<file path="src/rtl/con_pkg.sv">
// Shared definitions for the branch-condition unit: condition modes, condition
// codes and FSM state encoding.
package con_pkg;

  localparam logic CON_MODE_ZERO = 1'b0;
  localparam logic CON_MODE_CMP  = 1'b1;

  // Mode 0: tests on the B operand alone
  localparam logic [2:0] CODE_ZR     = 3'b000;
  localparam logic [2:0] CODE_NZ     = 3'b001;
  localparam logic [2:0] CODE_PL     = 3'b010;
  localparam logic [2:0] CODE_MI     = 3'b011;
  localparam logic [2:0] CODE_ALWAYS = 3'b100;
  localparam logic [2:0] CODE_NEVER  = 3'b101;
  localparam logic [2:0] CODE_NONNEG = 3'b110;
  localparam logic [2:0] CODE_NONPOS = 3'b111;

  // Mode 1: A versus B comparisons
  localparam logic [2:0] CODE_EQ  = 3'b000;
  localparam logic [2:0] CODE_NE  = 3'b001;
  localparam logic [2:0] CODE_LT  = 3'b010;
  localparam logic [2:0] CODE_GE  = 3'b011;
  localparam logic [2:0] CODE_LTU = 3'b100;
  localparam logic [2:0] CODE_GEU = 3'b101;
  localparam logic [2:0] CODE_GT  = 3'b110;
  localparam logic [2:0] CODE_LE  = 3'b111;

  typedef enum logic [1:0] {
    ST_IDLE = 2'd0,
    ST_EVAL = 2'd1,
    ST_HOLD = 2'd2
  } con_state_t;

endpackage

</file>
<file path="src/rtl/con_eval.sv">
// Combinational condition evaluator: zero/sign tests on B, or signed/unsigned
// comparisons of A against B, selected by cond.
module con_eval
  import con_pkg::*;
#(
  parameter int WIDTH = 32
) (
  input  logic [3:0]       cond,
  input  logic [WIDTH-1:0] a,
  input  logic [WIDTH-1:0] b,
  output logic             result
);

  logic b_zero;
  logic b_neg;

  assign b_zero = (b == '0);
  assign b_neg  = b[WIDTH-1];

  always_comb begin
    result = 1'b0;
    if (cond[3] == CON_MODE_ZERO) begin
      case (cond[2:0])
        CODE_ZR:     result = b_zero;
        CODE_NZ:     result = !b_zero;
        CODE_PL:     result = !b_neg && !b_zero;
        CODE_MI:     result = b_neg;
        CODE_ALWAYS: result = 1'b1;
        CODE_NEVER:  result = 1'b0;
        CODE_NONNEG: result = !b_neg;
        CODE_NONPOS: result = b_neg || b_zero;
        default:     result = 1'b0;
      endcase
    end else begin
      case (cond[2:0])
        CODE_EQ:  result = (a == b);
        CODE_NE:  result = (a != b);
        CODE_LT:  result = ($signed(a) <  $signed(b));
        CODE_GE:  result = ($signed(a) >= $signed(b));
        CODE_LTU: result = (a <  b);
        CODE_GEU: result = (a >= b);
        CODE_GT:  result = ($signed(a) >  $signed(b));
        CODE_LE:  result = ($signed(a) <= $signed(b));
        default:  result = 1'b0;
      endcase
    end
  end

endmodule

</file>
<file path="src/rtl/branch_cond_unit.sv">
// Branch-condition unit: snapshots operands on request, evaluates one cycle
// later and holds the latched result until the sequencer acknowledges it.
module branch_cond_unit
  import con_pkg::*;
#(
  parameter int   WIDTH    = 32,
  parameter logic INIT_VAL = 1'b0
) (
  input  logic             clock,
  input  logic             resetn,
  input  logic [WIDTH-1:0] bus_in,
  input  logic [3:0]       cond,
  input  logic             load_a,
  input  logic             con_in,
  input  logic             ack,
  output logic             con_out,
  output logic             con_valid,
  output logic             busy,
  output logic             con_drop,
  output logic             flag_z,
  output logic             flag_n
);

  con_state_t       state;
  logic [WIDTH-1:0] a_reg;
  logic [WIDTH-1:0] a_snap;
  logic [WIDTH-1:0] b_snap;
  logic [3:0]       cond_snap;
  logic             eval_result;

  con_eval #(.WIDTH(WIDTH)) u_eval (
    .cond   (cond_snap),
    .a      (a_snap),
    .b      (b_snap),
    .result (eval_result)
  );

  assign busy = (state != ST_IDLE);

  always_ff @(posedge clock or negedge resetn) begin
    if (!resetn) begin
      state     <= ST_IDLE;
      con_out   <= INIT_VAL;
      con_valid <= 1'b0;
      con_drop  <= 1'b0;
      flag_z    <= 1'b0;
      flag_n    <= 1'b0;
      a_reg     <= '0;
      a_snap    <= '0;
      b_snap    <= '0;
      cond_snap <= '0;
    end else begin
      con_drop <= 1'b0;
      if (load_a) a_reg <= bus_in;

      case (state)
        ST_IDLE: begin
          // a_snap takes the pre-update A even when load_a fires this cycle
          if (con_in) begin
            b_snap    <= bus_in;
            a_snap    <= a_reg;
            cond_snap <= cond;
            state     <= ST_EVAL;
          end
        end
        ST_EVAL: begin
          con_out   <= eval_result;
          flag_z    <= (b_snap == '0);
          flag_n    <= b_snap[WIDTH-1];
          con_valid <= 1'b1;
          state     <= ST_HOLD;
          if (con_in) con_drop <= 1'b1;
        end
        ST_HOLD: begin
          if (ack) begin
            con_valid <= 1'b0;
            if (con_in) begin
              b_snap    <= bus_in;
              a_snap    <= a_reg;
              cond_snap <= cond;
              state     <= ST_EVAL;
            end else begin
              state <= ST_IDLE;
            end
          end else if (con_in) begin
            con_drop <= 1'b1;
          end
        end
        default: state <= ST_IDLE;
      endcase
    end
  end

endmodule

</file>
<file path="config.mk">
export PLATFORM = sky130hd
export DESIGN_NAME = branch_cond_unit
export DESIGN_NICKNAME = d
export VERILOG_FILES = /design/src/rtl/con_pkg.sv /design/src/rtl/con_eval.sv /design/src/rtl/branch_cond_unit.sv
export SDC_FILE = /design/constraint.sdc
export NUM_CORES = 1
export LEC_CHECK = 0
export CAP_MARGIN = 20
export CORE_MARGIN = 1
export CORE_UTILIZATION = 30
export CTS_CLUSTER_DIAMETER = 200
export DETAILED_ROUTE_END_ITERATION = 16
export PLACE_DENSITY_LB_ADDON = 0.1
export SLEW_MARGIN = 15
export SYNTH_ARGS = -nofsm -noshare
export SYNTH_HDL_FRONTEND = slang
export SYNTH_HIERARCHICAL = 1
export SYNTH_SLANG_ARGS = --single-unit
</file>
<file path="constraint.sdc">
create_clock -name clock -period 3.7 [get_ports clock]
set_clock_uncertainty 0.1 [all_clocks]
set_input_delay 1.11 -clock clock [delete_from_list [all_inputs] [get_ports clock]]
set_output_delay 1.11 -clock clock [all_outputs]
set_load 0.03 [all_outputs]
</file>
Word-level counts from Yosys, hierarchy flattened
Index checks and enable logic that the tools add are counted.

word-level totals
  flip-flop bits (word level) = 107
  input bits = 41
  output and inout bits = 6
  word-level logic and storage cells = 63

operators by class
  $lt $le $gt $ge = 6
  eq/ne operators = 13
  multiplexer cells = 21
  reduce and logical (&&, ||, !) cells = 13

operators by type and width
  operator            number
  $mux 32             4
  $pmux 32 s2         2
  $ge 32x32->1        2
  $lt 32x32->1        2
  $eq 32x32->1        1
  $gt 32x32->1        1
  $le 32x32->1        1
  $logic_not 32->1    1
  $ne 32x32->1        1
  $pmux 1 s8          2
  $eq 3x3->1 const B  4
  $mux 4              2
  $pmux 4 s2          1
  $eq 3x2->1 const B  2
  $pmux 2 s3          1
  $reduce_and 2->1    3
  $reduce_bool 2->1   3
  $mux 1              5
  $mux 2              2
  $ne 2x2->1 const B  2
  $pmux 1 s2          2
  $eq 3x1->1 const B  1
  $logic_not 3->1     1
  $eq 2x1->1 const B  1
  5 further kinds     6

Depth between registers and ports, before layout
Gate-level depths: netlist of the first run.

  depth after elaboration = 5
  depth in mapped cells = 10
  depth with buffers taken out = 10

Hierarchy
Netlist of the first run, hierarchy kept.

by module, submodules not included
  module            times used  cells an instance  area each (µm²)  sequential area each (µm²)
  branch_cond_unit  1           257                4237.8           2677.6
  con_eval          1           152                1086.0           0.0

Least setup slack after synthesis of the first run
No wires, ideal clock.

  path type = register to register
  start point = register b_snap[31]
  end point = register con_out
  setup time = 125 ps
  arrival = 2392 ps
  data required time = 3475 ps
  slack = 1083 ps
  stages on the path, launching flop included = 11
  buffers on the path = 0
  period minus slack after synthesis = 2617 ps
  cell sequence = dfrtp_1 > inv_1 > ha_1 > nand4_2 > nor3_1 > a221o_1 > or3_4 > a211o_2 > a21oi_1 > o41ai_2 > mux2_2

between the ends
  word-level cells in the longest chain between the ends = 5
  elaborated cells on any way between the ends = 16
  classes of those cells = order compare (6); eq/ne (2); mux (3); reduce/logical (5)

RTL lines
  what                                                                  RTL line                source
  start, declared                                                       branch_cond_unit.sv:27  logic [WIDTH-1:0] b_snap;
  start signal, assigned                                                branch_cond_unit.sv:60  b_snap <= bus_in;
  start signal, assigned                                                branch_cond_unit.sv:78  b_snap <= bus_in;
  parallel branches: the longest is 4 deep, another holds $le 32x32->1  -
  $mux 1 (*)                                                            con_eval.sv:22          if (cond[3] == CON_MODE_ZERO) begin
  via eval_result                                                       branch_cond_unit.sv:29  logic eval_result;
  end signal, assigned                                                  branch_cond_unit.sv:67  con_out <= eval_result;
  end, declared                                                         branch_cond_unit.sv:16  output logic con_out,

Mark *: on every way through the listed nets, which the timed path passes.
A chain may end at the register's enable or synchronous reset.

Worst setup path after layout of the first run
  start point = register b_snap[14]
  end point = register con_out

Same word-level chain as after synthesis.

==> summary.md, run 1 <==
| Metric | Value |
|---|---|
| First-pass GRT wire length | 18600 µm |
| Pre-CTS setup slack | 0.637 ns |
| Reg2Reg Launch Point | b_snap[14] |
| Max VDD drop | 323 µV |
| H-tree Lvls | 3 |
| PD cells | 812 nW/µm² |
| Startpoint types | register |
| Slew Limit Fails | 0 |
| Crit path max-delay cell type | nor4_1 |
| Chip height | 135 µm |
| Cells after Synth | 409 |
| Initial Utilization | 30.8% |
| Dpl hpwl | 7920 µm |
| WP data arrival | 3.17 ns |
| GRT Residual Overflow | 0 |
| Predominant post-synthesis flop cell | dfrtp_1 |
| Post-synth top area share | 50.3% |
| Ant. Diodes | 0 |
| Hold WS | 0.377 ns |
| Reg clk slew, reported paths | 0.08 ns |
| Area growth syn-to-layout | 18.8% |
| Crit-path leading delay family | simple AND/OR/NAND/NOR gates |
| Power Total | 5.14 mW |
| Finished Layout Cells | 687 |
| I/O pins | 47 |
| Clock Latency Late Sink | 0.36 ns |
| Num CTS Buffers | 9 |
| CP Launch Point | b_snap[14] |
| Status | completed |
| Crit path required time | 3.84 ns |
| DP Cell Count | 671 |
| Fmax | 330 MHz |
| Fraction of layout instances using a drive strength above 1 | 27.7% |
| Resized cells post-CTS | 0 |
| Vias | 3243 |
| DRC | 0 |
| RePlAce Congestion | 0.835 |
| Mean Syn Cell Area | 13.0 µm² |
| WS Path Type | register to register |
| Final setup vio count | 0 |
| Critical-path cell list | inv_1 > ha_1 > nand4_1 > nor4_1 > nand3_1 > a2111oi_1 > o41ai_2 > mux2_2 |
| Critical Path Fanout Max | 4 |
| Sequential element share of the synthesized area | 50.3% |
| Post-synthesis register bit count | 107 |
| Async set-reset flop share out of synthesis | 100% |
| Clock Sinks | 107 |
| Core area | 17300 µm² |
| CP endpoint kind | register |
| Antenna-violating nets left | 0 |
| RSZ-0062 raised after global routing | no |
| Die width | 135 µm |
| Syn. warnings | 6 |
| Netlist cell types | 45 |
| Setup Fix Bufs, Post-CTS | 0 |
| Drt via density | 4.72 |
| Number of global-route vias before repair | 3425 |
| Syn_nets | 487 |
| Routed wire length | 11200 µm |
| Antenna violations before repair | 0 |
| Wire per inst | 16.3 µm |
| Count leader, synth | dfrtp_1 |
| Period minus WS final | 3.03 ns |
| Clock Tree Buf Depth | 2 |
| Commonest cells post-synth | dfrtp_1, mux2_2, inv_1, ha_1, mux2_4 |
| Leak | 2.82 nW |
| Fin crit share | 81.8% |
| Worst slew pin tran | 0.759 ns |
| Netlist Area Pre-Place | 5320 µm² |
| Hold Crit Start | con_valid |
| CP Buf/Inv Count | 1 |
| Slew HR | 49.4% |
| TNS Setup | 0 ns |
| Max cap viols | 0 |
| Post-synth EDFFs | 0 |
| CTS tree | done |
| Tot GR Track Use | 13.5% |
| IO buf count | 46 |
| Max incr delay on CP | 0.68 ns |
| Die area | 18300 µm² |
| Iter 0 DRT Violations | 108 |
| Area leader, netlist | dfrtp_1 |
| R2r setup slk | 0.67 ns |
| Core Rows | 48 |
| Final Worst Setup Slack | 0.672 ns |
| Final hold vios | 0 |
| Hold-fix buffers, CTS | 0 |
| Top cells by area, synth | dfrtp_1, mux2_2, ha_1, mux2_4, inv_1 |
| CTS root buffer | clkbuf_16 |
| Pre-antenna DRT Iters | 4 |
| Worst hold path type | register to register |
| Largest net degree at the start of global routing | 69 |
| Filler cell count in the final layout | 1708 |
| Nets | 535 |
worst register-to-register path: cells and delay by family, from the launching register on:
family,cells,cell delay [ns]
AND/OR/NAND/NOR,3,1.05
AO/OA/AOI/OAI,2,0.63
flip-flops,1,0.48
adder cells (fa/ha/maj),1,0.31
multiplexers,1,0.27
buffers and inverters,1,0.07
layout make-up:
class                           count  area [µm²]  share of cell area [%]
Multi-Input combinational cell    251        2420                    38.3
Tap cell                          225         282                    4.45
Sequential cell                   107        2680                    42.3
Inverter                           39         146                    2.31
Clock buffer                       11         233                    3.68
Timing Repair Buffer               49         505                    7.99
Clock inverter                      5        60.1                   0.950
per-stage QoR:
step	utilization, %	instance area (µm²)
after floorplan	-	5320
after global placement	34.9	6030
after detailed placement	34.9	6030
after CTS	36.6	6320
after global routing	36.6	6320
final	36.6	6320
path summary, 6_finish.rpt:
path	endpoint	cells past startpoint
min in group asynchronous	state[0]	1
max reg2reg	con_out	8
min reg2reg	con_valid	2
max in group asynchronous	cond_snap[1]	2
max	con_out	8
min	con_valid	2
kinds of logic after synthesis:
group	count (synthesis)	share of synthesized area, %
AOI/OAI and AO/OA	40	5.17
xor gates and xnor gates	2	0.329
adders and majority gates	37	8.70
buffers and inverters	51	4.32
DFF	107	50.3
muxes	106	23.8
and+or+nand+nor	66	7.40
cell usage in the layout, fill, tap and decap left out, drive strengths merged, types with 2 or more instances in the layout:
cell           count
a221o              2
mux2i              2
nor2b              3
o21ai              5
nor3               3
nand3              8
nand2             12
ha                37
or3                2
buf                4
nand2b             2
nor2               5
a21o               3
inv               41
nand4             12
o31ai              2
mux2             104
nor4              17
a21oi             15
a2111oi            2
clkdlybuf4s50     45
o211ai             2
clkbuf            11
dfrtp            107
per-layer routing:
layer	vias up	part of all wire, %	global-route usage, %
met4	0	1.1	4.12
met5	-	0	0
li1	1578	-	-
met2	43	47	21.7
met3	9	3.3	3.70
met1	1613	48	17.7
power breakdown:
group / switching (mW) / total [mW] / leakage (nW) / internal [mW]
combinational: 0.985 / 2.13 / 1.41 / 1.14
clock: 0.436 / 0.965 / 0.141 / 0.529
sequential: 0.428 / 2.05 / 1.26 / 1.62
Note: power is estimated with default switching activity, not from simulation.
==> inputs of run 2 (changes only) <==
==> constraint.sdc (replaced) <==
create_clock -name clock -period 2.93 [get_ports clock]
set_clock_uncertainty 0.1 [all_clocks]
set_input_delay 0.879 -clock clock [delete_from_list [all_inputs] [get_ports clock]]
set_output_delay 0.879 -clock clock [all_outputs]
set_load 0.03 [all_outputs]
==> run 2 against run 1 <==
Compared with the run above:
- sequential cell count stayed put
- cell count is 4.7% higher
- count of clock-buffer cells in the layout is 2 lower
- via count is 4.3% higher
- setup slack worse by 0.55 ns
- die area stayed put
==> summary.md, run 2 (synthesis results as in run 1) <==
| Metric | Value |
|---|---|
| Status | completed |
| Iter 0 DRT Violations | 110 (+1.9%) |
| Antenna-violating nets left | 0 (unchanged) |
| Most frequent cells in the layout | dfrtp_1, mux2_2, clkdlybuf4s50_1, inv_1, ha_1 |
| R2r endpoint | con_out |
| CTS tree | done |
| Leak | 2.99 nW (+6.3%) |
| Post-Route Utilization | 38.4% (+1.8 points) |
| Final Worst Setup Slack | 0.118 ns (-0.554 ns) |
| RSZ-0062 raised after global routing | no |
| WP data arrival | 1.83 ns (-1.34 ns) |
| Startpoint types | register |
| CP endpoint kind | primary output |
| Worst slew pin tran | 0.527 ns (-0.232 ns) |
| Antenna violations before repair | 0 (unchanged) |
| Crit path required time | 1.95 ns (-1.89 ns) |
| Num CTS Buffers | 9 (unchanged) |
| Max incr delay on CP | 0.66 ns (-0.02 ns) |
| Area growth syn-to-layout | 24.7% |
| Hold WS | 0.387 ns (+0.0107 ns) |
| GRT Residual Overflow | 0 (unchanged) |
| Clock Sinks | 107 (unchanged) |
| Crit path max-delay cell type | clkdlybuf4s50_1 |
| Wire per inst | 16.1 µm (-1.6%) |
| First-pass GRT wire length | 19100 µm (+2.8%) |
| Fraction of layout instances using a drive strength above 1 | 33.8% (+6.1 points) |
| IO buf count | 46 (unchanged) |
| Final hold vios | 0 (unchanged) |
| DRC | 0 (unchanged) |
| Pre-antenna DRT Iters | 4 (unchanged) |
| Core Rows | 48 (unchanged) |
| CP Buf/Inv Count | 3 (+2) |
| Setup crit end | busy |
| Commonest non-fill, non-tap cell in the layout | dfrtp_1 |
| Die area | 18300 µm² (unchanged) |
| Vias | 3384 (+4.3%) |
| Instance count on the critical path | 4 (-4) |
| Most used cell, CP | inv_1 |
| Drt via density | 4.71 (-0.30%) |
| Core area | 17300 µm² (unchanged) |
| Chip height | 135 µm (unchanged) |
| Number of global-route vias before repair | 3513 (+2.6%) |
| Critical-path cell list | inv_1 > ha_1 > inv_1 > clkdlybuf4s50_1 |
| Largest net degree at the start of global routing | 53 (-23%) |
| Period minus WS final | 2.81 ns |
| CTS root buffer | clkbuf_16 |
| H-tree Lvls | 3 (unchanged) |
| Hold-fix buffers, CTS | 0 (unchanged) |
| Worst hold path type | primary input to asynchronous set/reset pin |
| Reg2Reg Launch Point | b_snap[14] |
| Max VDD drop | 374 µV (+16%) |
| PD cells | 1040 nW/µm² (+28%) |
| Tot GR Track Use | 13.9% (+0.38 points) |
| Slew HR | 64.8% (+15 points) |
| Slew Limit Fails | 0 (unchanged) |
| Fin crit share | 96.0% |
| Clock Latency Late Sink | 0.36 ns (about the same) |
| Die width | 135 µm (unchanged) |
| Critical Path Fanout Max | 4 (unchanged) |
| Nets | 567 (+6.0%) |
| I/O pins | 47 (unchanged) |
| Clock Tree Buf Depth | 2 (unchanged) |
| Max cap viols | 0 (unchanged) |
| Ant. Diodes | 0 (unchanged) |
| WS Path Type | register to primary output |
| CP Launch Point | state[0] |
| Fmax | 356 MHz |
| Reg clk slew, reported paths | 0.07 ns (about the same) |
| RePlAce Congestion | 0.776 (-7.0%) |
| Initial Utilization | 30.8% (unchanged) |
| Dpl hpwl | 8340 µm (+5.3%) |
| R2r setup slk | 0.20 ns (-0.47 ns) |
| Crit-path leading delay family | buffers and inverters |
| Pre-CTS setup slack | 0.0612 ns (-0.575 ns) |
| Final setup vio count | 0 (unchanged) |
| TNS Setup | 0 ns (unchanged) |
| Routed wire length | 11500 µm (+3.0%) |
| Reg2reg path depth | 10 (+2) |
run 2: cell count changes in the layout (fill, tap and decap cells not counted), sizes merged:
cell	change
inv	+1
clkinv	+1
clkbuf	-2
buf	+32
run 2: how the worst min path moves through the flow:
stage / startpoint / end / slack, ns
floorplan: a_reg[0] / a_reg[0] / 0.35
global placement: a_reg[0] / a_reg[0] / 0.37
detailed placement: a_reg[29] / a_reg[29] / 0.38
CTS: a_reg[29] / a_reg[29] / 0.39
global route: resetn / state[0] / 0.42
finish: resetn / state[0] / 0.39
run 2: repair_timing:
item,4_1_cts,5_1_grt
endpoints found under the setup margin,0,1
buffers inserted,0,6
endpoints found under the hold margin,0,0
gates resized for setup,0,7
run 2: per-layer routing:
metal / part of all wire (%) / GRT usage [%] / vias up
li1: - / - / 1646
met2: 46 / 21.3 / 42
met1: 49 / 18.9 / 1686
met3: 3.1 / 3.33 / 10
met4: 1.5 / 5.18 / 0
met5: 0 / 0 / -
run 2: power by group:
part | internal (mW) | switching, mW
logic | 1.71 | 1.44
registers | 2.05 | 0.428
clock network | 0.679 | 0.596
run 2: layout make-up:
class                      count  area (µm²)
sequential                   107        2680
clock inverter                 7        83.8
timing repair buffer          81         783
fill                        1668       10700
inverter                      39         146
clock buffer                   9         225
tap                          225         282
multi-input combinational    251        2440
run 2: worst register-to-register path, stage by stage, from the launching register on:
cell	delay, ns
dfrtp_2	0.41
inv_1	0.05
ha_1	0.30
nand4_1	0.20
nor2_1	0.08
a221o_1	0.33
o31a_2	0.39
a211o_2	0.28
a21oi_2	0.13
o41ai_2	0.06
mux2_2	0.27
run 2: stage by stage:
| step | area, µm² | total power [mW] | std cells |
|---|---|---|---|
| global route | 6640 | 7.45 | 719 |
| floorplan | 5320 | 4.56 | 409 |
| global placement | 6260 | 5.53 | 697 |
| CTS | 6570 | 6.91 | 713 |
| detailed placement | 6260 | 5.58 | 697 |
| finish | 6640 | 6.89 | 719 |
==> inputs of run 3 (changes only) <==
--- a/config.mk
+++ b/config.mk
@@ -6,7 +6,6 @@
 export NUM_CORES = 1
 export LEC_CHECK = 0
 export CAP_MARGIN = 20
-export CORE_MARGIN = 1
 export CORE_UTILIZATION = 30
 export CTS_CLUSTER_DIAMETER = 200
 export DETAILED_ROUTE_END_ITERATION = 16
==> results of run 3 <==
Final layout, timing and power as in run 2 (identical DEF).
==> RTL change 1 (settings of run 2) <==
Register the output `flag_n` once more; this adds one clock of latency there. The other outputs are not delayed to match.
--- a/src/rtl/branch_cond_unit.sv
+++ b/src/rtl/branch_cond_unit.sv
@@ -20,6 +20,8 @@
   output logic             flag_z,
   output logic             flag_n
 );
+
+  logic flag_n_s0;
 
   con_state_t       state;
   logic [WIDTH-1:0] a_reg;
@@ -44,7 +46,7 @@
       con_valid <= 1'b0;
       con_drop  <= 1'b0;
       flag_z    <= 1'b0;
-      flag_n    <= 1'b0;
+      flag_n_s0 <= 1'b0;
       a_reg     <= '0;
       a_snap    <= '0;
       b_snap    <= '0;
@@ -66,7 +68,7 @@
         ST_EVAL: begin
           con_out   <= eval_result;
           flag_z    <= (b_snap == '0);
-          flag_n    <= b_snap[WIDTH-1];
+          flag_n_s0 <= b_snap[WIDTH-1];
           con_valid <= 1'b1;
           state     <= ST_HOLD;
           if (con_in) con_drop <= 1'b1;
@@ -91,5 +93,9 @@
     end
   end
 
+  always_ff @(posedge clock) begin
+    flag_n <= flag_n_s0;
+  end
+
 endmodule
 
Function: changed (a bounded check fails within 4 cycles, from zero or initial values and one cycle with resetn low).
==> RTL change 1 against run 2 <==
- worst setup slack got worse by 0.0069 ns
- routed wire length rose by 1.8%
- synthesized cell count rose by 0.24%
- area after synthesis rose by 0.38%
- first-iteration DRC count fell by 4.5%
- cell area fell by 0.47%
- total power barely moved
- sequential cell count rose by 1
==> RTL change 1: results (changes against run 2) <==
yosys:
  synth_top_cells_by_area: "dfrtp_1 (50%), mux2_2 (17%), ha_1 (8.7%)"  # unchanged
  netlist.area_leader.share_pct: 50.11  # was 50.29%
  synth_cell_types: 46  # was 45
  ys_async_sr_fraction_pct: 99.07  # was 100.0%
  synth_fp_nets: 488  # was 487
  synthCells: 410  # was 409
  synth-seq-area-share_pct: 50.48  # was 50.29%
place:
  placement.setup.worst_slack_ns: -0.1305  # was 0.06121 ns
  postPlaceCellArea_um2: 6257  # was 6265 um^2
  hpwlAfterDp_mm: 8.437  # was 8.342 mm
  finalWeightedCongestion: 0.7229  # was 0.7764
  io_buffers: 46  # unchanged
  place.detailed.instances: 696  # was 697
worst_setup_path:
  worstReg2RegEnd: "con_out$_DFFE_PN0N_"  # unchanged
  regToRegSetupSlack_ns: 0.13  # was 0.20 ns
  r2r_start: "b_snap[11]$_DFFE_PN0P_"  # was b_snap[14]$_DFFE_PN0P_
  r2r_cells: 10  # unchanged
  timing.critical_path.arrival_ns: 1.84
  critical_path.max_stage_delay_ns: 0.66  # about the same
layout:
  drive_gt1_share_pct: 32.17  # was 33.81%
  areaGrowthSynthToFinish_pct: 23.62  # was 24.68%
  number_of_nets_in_the_layout: 561  # was 567
  fill_cells: 1674  # was 1668
  cell_count_final_fillers_out: 713  # was 719
status:
  outcome: "completed"  # unchanged
cts:
  numCtsBuffers: 9  # unchanged
  holdBufCountCts: 0  # unchanged
  cts.htree.levels: 3  # unchanged
  cts_repair_resizes: 2  # was 0
timing:
  max_slew.worst_pin.slew_ns: 0.4786  # was 0.5273 ns
  fin_hold_ws_ns: 0.2856  # was 0.3874 ns
  min_period_over_period_pct: 96.22  # was 95.99%
routing:
  route.detailed.vias_per_inst: 4.752  # was 4.707
  drt_iter0_markers: 105  # was 110
  routed_wire_length_per_instance_um: 16.48  # was 16.05 um
  drtPass1Iterations: 4  # unchanged
min_path:
  hold_start: "flag_n_s0$_DFFE_PN0N_"
  hold_crit_endpoint: "flag_n$_DFF_P_"
  hold_path_class: "flop to flop"  # was input pin to async pin
  hold_path_depth: 0
global_routing:
  antenna_violations_before_repair: 0  # unchanged
  first_global_vias: 3558  # was 3513
  grt_first_pass_wirelength_mm: 19.38  # was 19.09 mm
  largest_net_degree_at_the_start_of_global_routing: 77  # was 53
  grt_util_all_layers_pct: 14.16  # was 13.90%
pwr:
  p_leak_nw: 2.970  # was 2.992 nW
  power_per_standard_cell_area_nw_per_um2: 1044  # was 1039 nW/um^2
  comb_power_mw: 3.07  # was 3.15 mW
  net_switching_component_of_the_power_mw: 2.443  # was 2.463 mW
  pg_seq_mw: 2.52  # was 2.47 mW
  peakVddDrop_mv: 0.3735  # about the same
## RTL change 1: area by class of cell
| class | instances | area share, % |
|---|---|---|
| sequential | 108 | 40.85 |
| multi-input combinational | 251 | 36.93 |
| timing repair buffer | 74 | 10.87 |
| tap | 225 | 4.261 |
| clock buffer | 12 | 4.034 |
| inverter | 39 | 2.216 |
| clock inverter | 4 | 0.8333 |
## RTL change 1: metal layers
metal / up-vias / wire, um / global-route usage [%]
met1: 1701 / 5820 / 19.45
met4: 0 / 110 / 4.432
met2: 52 / 5326 / 21.48
met5: - / 0 / 0
met3: 9 / 491 / 3.928
li1: 1626 / - / -
## RTL change 1: cells by family (layout without fill, tap and decap cells)
family,after synthesis,after routing,synth area share (%)
buffers and inverters,51,129,4.308
adders and majority gates,37,37,8.663
AOI/OAI and AO/OA,40,40,5.151
muxes,106,106,23.69
DFF,108,108,50.48
and+or+nand+nor,66,66,7.375
xor gates and xnor gates,2,2,0.3279
==> RTL change 2 (flow settings as in run 2) <==
Made on the original files. `WIDTH` is set to 32 in 2 places; all go to 64.
--- a/src/rtl/con_eval.sv
+++ b/src/rtl/con_eval.sv
@@ -3,7 +3,7 @@
 module con_eval
   import con_pkg::*;
 #(
-  parameter int WIDTH = 32
+  parameter int WIDTH = 64
 ) (
   input  logic [3:0]       cond,
   input  logic [WIDTH-1:0] a,
--- a/src/rtl/branch_cond_unit.sv
+++ b/src/rtl/branch_cond_unit.sv
@@ -3,7 +3,7 @@
 module branch_cond_unit
   import con_pkg::*;
 #(
-  parameter int   WIDTH    = 32,
+  parameter int   WIDTH    = 64,
   parameter logic INIT_VAL = 1'b0
 ) (
   input  logic             clock,
Interface: changed (resized bus_in); port bits go from 47 to 79. The function was not compared with the original's and may differ.
==> RTL change 2 against run 2 <==
- cell area rose by 90%
- global-route usage is 0.88 points higher
- total power is 97% higher
- register-to-register slack worse by 0.13 ns
- routed wire length grew 110%
- combinational power grew 82%
- highest routed layer unchanged
- worst setup slack worse by 0.047 ns
- sequential cell count rose by 96
- die area grew 81%
- synthesized cell count increased by 85%
- area after synthesis rose by 82%
==> RTL change 2: results (changes against run 2) <==
routing:
  drtPass1Iterations: 6  # was 4
  detailroute.via_count: 6429  # was 3384
  wirelength_mm: 23.92  # was 11.54 mm
  drt_iter0_markers: 258  # was 110
  detail_route.drc_violations: 0  # unchanged
  route.detailed.vias_per_inst: 4.827  # was 4.707
yosys:
  postSynthAreaPerCell_um2: 12.82  # was 13.02 um^2
  ys_async_sr_fraction_pct: 100.0  # unchanged
  synth_fp_nets: 897  # was 487
  post_synth_most_frequent_cells: "dfrtp_1 (203), mux2_2 (126), mux2_1 (73)"  # was dfrtp_1 (107), mux2_2 (80), inv_1 (39)
  synth-adder-area-share_pct: 8.776  # was 8.696%
  xor_and_xnor_fraction_of_the_mapped_netlist_area_pct: 0.09035  # was 0.3290%
  synth-seq-area-share_pct: 52.40  # was 50.29%
  synth_cell_types: 45  # unchanged
  synth_top_cells_by_area: "dfrtp_1 (52%), mux2_2 (15%), ha_1 (8.8%)"  # was dfrtp_1 (50%), mux2_2 (17%), ha_1 (8.7%)
  synth-compound-area-share_pct: 4.724  # was 5.170%
  synth.mux.area_fraction_pct: 23.22  # was 23.78%
status:
  outcome: "completed"  # unchanged
cts:
  cts_repair_resizes: 5  # was 0
  cts.htree.levels: 1  # was 3
  numCtsBuffers: 25  # was 9
  clock_insertion_delay_worst_skew_ns: 0.52  # was 0.36 ns
  setup_fix_buffers_added_after_clock_tree_synthesis: 0  # unchanged
  cts-root-buf: "clkbuf_16"  # unchanged
  clock_tree.buffer_depth: 3  # was 2
  path_clk_slew_ns: 0.06
global_routing:
  groute.layer.met3.usage_pct: 2.206  # was 3.330%
  grt_util_all_layers_pct: 14.79  # was 13.90%
  grt_max_usage_layer: "met2"  # unchanged
  antenna_violations_before_repair: 0  # unchanged
  grt_first_pass_wirelength_mm: 38.61  # was 19.09 mm
  first_global_vias: 6856  # was 3513
  grtUsageMet1_pct: 20.07  # was 18.94%
  grtUsageMet2_pct: 24.65  # was 21.34%
  largest_net_degree_at_the_start_of_global_routing: 65  # was 53
min_path:
  hold_path_class: "input pin to async pin"  # unchanged
pwr:
  power.share.switching_pct: 35.21  # was 35.73%
  p_leak_nw: 5.548  # was 2.992 nW
  peakVddDrop_mv: 0.4202  # was 0.3735 mV
place:
  io_buffers: 78  # was 46
  finalWeightedCongestion: 0.8331  # was 0.7764
  place.detailed.instances: 1279  # was 697
  hpwlAfterDp_mm: 17.25  # was 8.342 mm
layout:
  fill_cells: 3020  # was 1668
  drive_gt1_share_pct: 30.65  # was 33.81%
  number_of_nets_in_the_layout: 1055  # was 567
worst_setup_path:
  timing.critical_path.arrival_ns: 3.16  # was 1.83 ns
  critPathTopFamily: "simple AND/OR/NAND/NOR gates"  # was buffers and inverters
  crit_slowest_cell: "dfrtp_1"  # was clkdlybuf4s50_1
  crit_path_max_fanout: 4  # unchanged
  critical_path.max_stage_delay_ns: 0.43  # was 0.66 ns
timing:
  max_slew.worst_pin.slew_ns: 0.5676  # was 0.5273 ns
==> RTL change 2: per-stage QoR <==
step,worst slack [ns],TNS (ns),cell area (um^2)
floorplan,0.2333,0,9694
finish,0.07034,0,12610
detailed placement,-0.1675,-0.1675,11440
CTS,0.01452,0,12310
global route,-0.03461,-0.03461,12610
global placement,-0.1366,-0.1366,11440
==> RTL change 2: final cells by class <==
class                           instances  area (um^2)  area share, %
Multi-Input combinational cell        460         4504          35.71
Clock buffer                           34        719.4          5.704
Tap cell                              402        503.0          3.988
Sequential cell                       203         5081          40.28
Inverter                               72        270.3          2.143
Clock inverter                          9        126.4          1.002
Timing Repair Buffer                  152         1409          11.17
==> RTL change 2: path summary, 6_finish.rpt <==
kind / end / startpoint / depth (start not counted) / slack (ns)
hold / removal: a_snap[18]$_DFFE_PN0P_ / resetn / 1 / 0.21
min in group clock: a_snap[63]$_DFFE_PN0P_ / a_reg[63]$_DFFE_PN0P_ / 1 / 0.38
setup reg to reg: con_out$_DFFE_PN0P_ / b_snap[34]$_DFFE_PN0P_ / 12 / 0.07
hold reg to reg: a_snap[63]$_DFFE_PN0P_ / a_reg[63]$_DFFE_PN0P_ / 1 / 0.38
max in group asynchronous: b_snap[32]$_DFFE_PN0P_ / resetn / 2 / 1.80
setup / recovery: con_out$_DFFE_PN0P_ / b_snap[34]$_DFFE_PN0P_ / 12 / 0.07
==> RTL change 2: power by group through the flow <==
stage	clock (mW)	combinational [mW]	sequential, mW
floorplan	0	3.34	4.58
global placement	0	5.17	4.67
detailed placement	0	5.29	4.70
CTS	3.26	5.35	4.66
global route	3.38	6.42	4.85
finish	3.15	5.72	4.69
==> RTL change 2: routing by layer <==
metal	vias to the layer above	wire, um
li1	3054	-
met1	3226	11060
met2	115	11340
met3	34	920
met4	0	594
met5	-	0
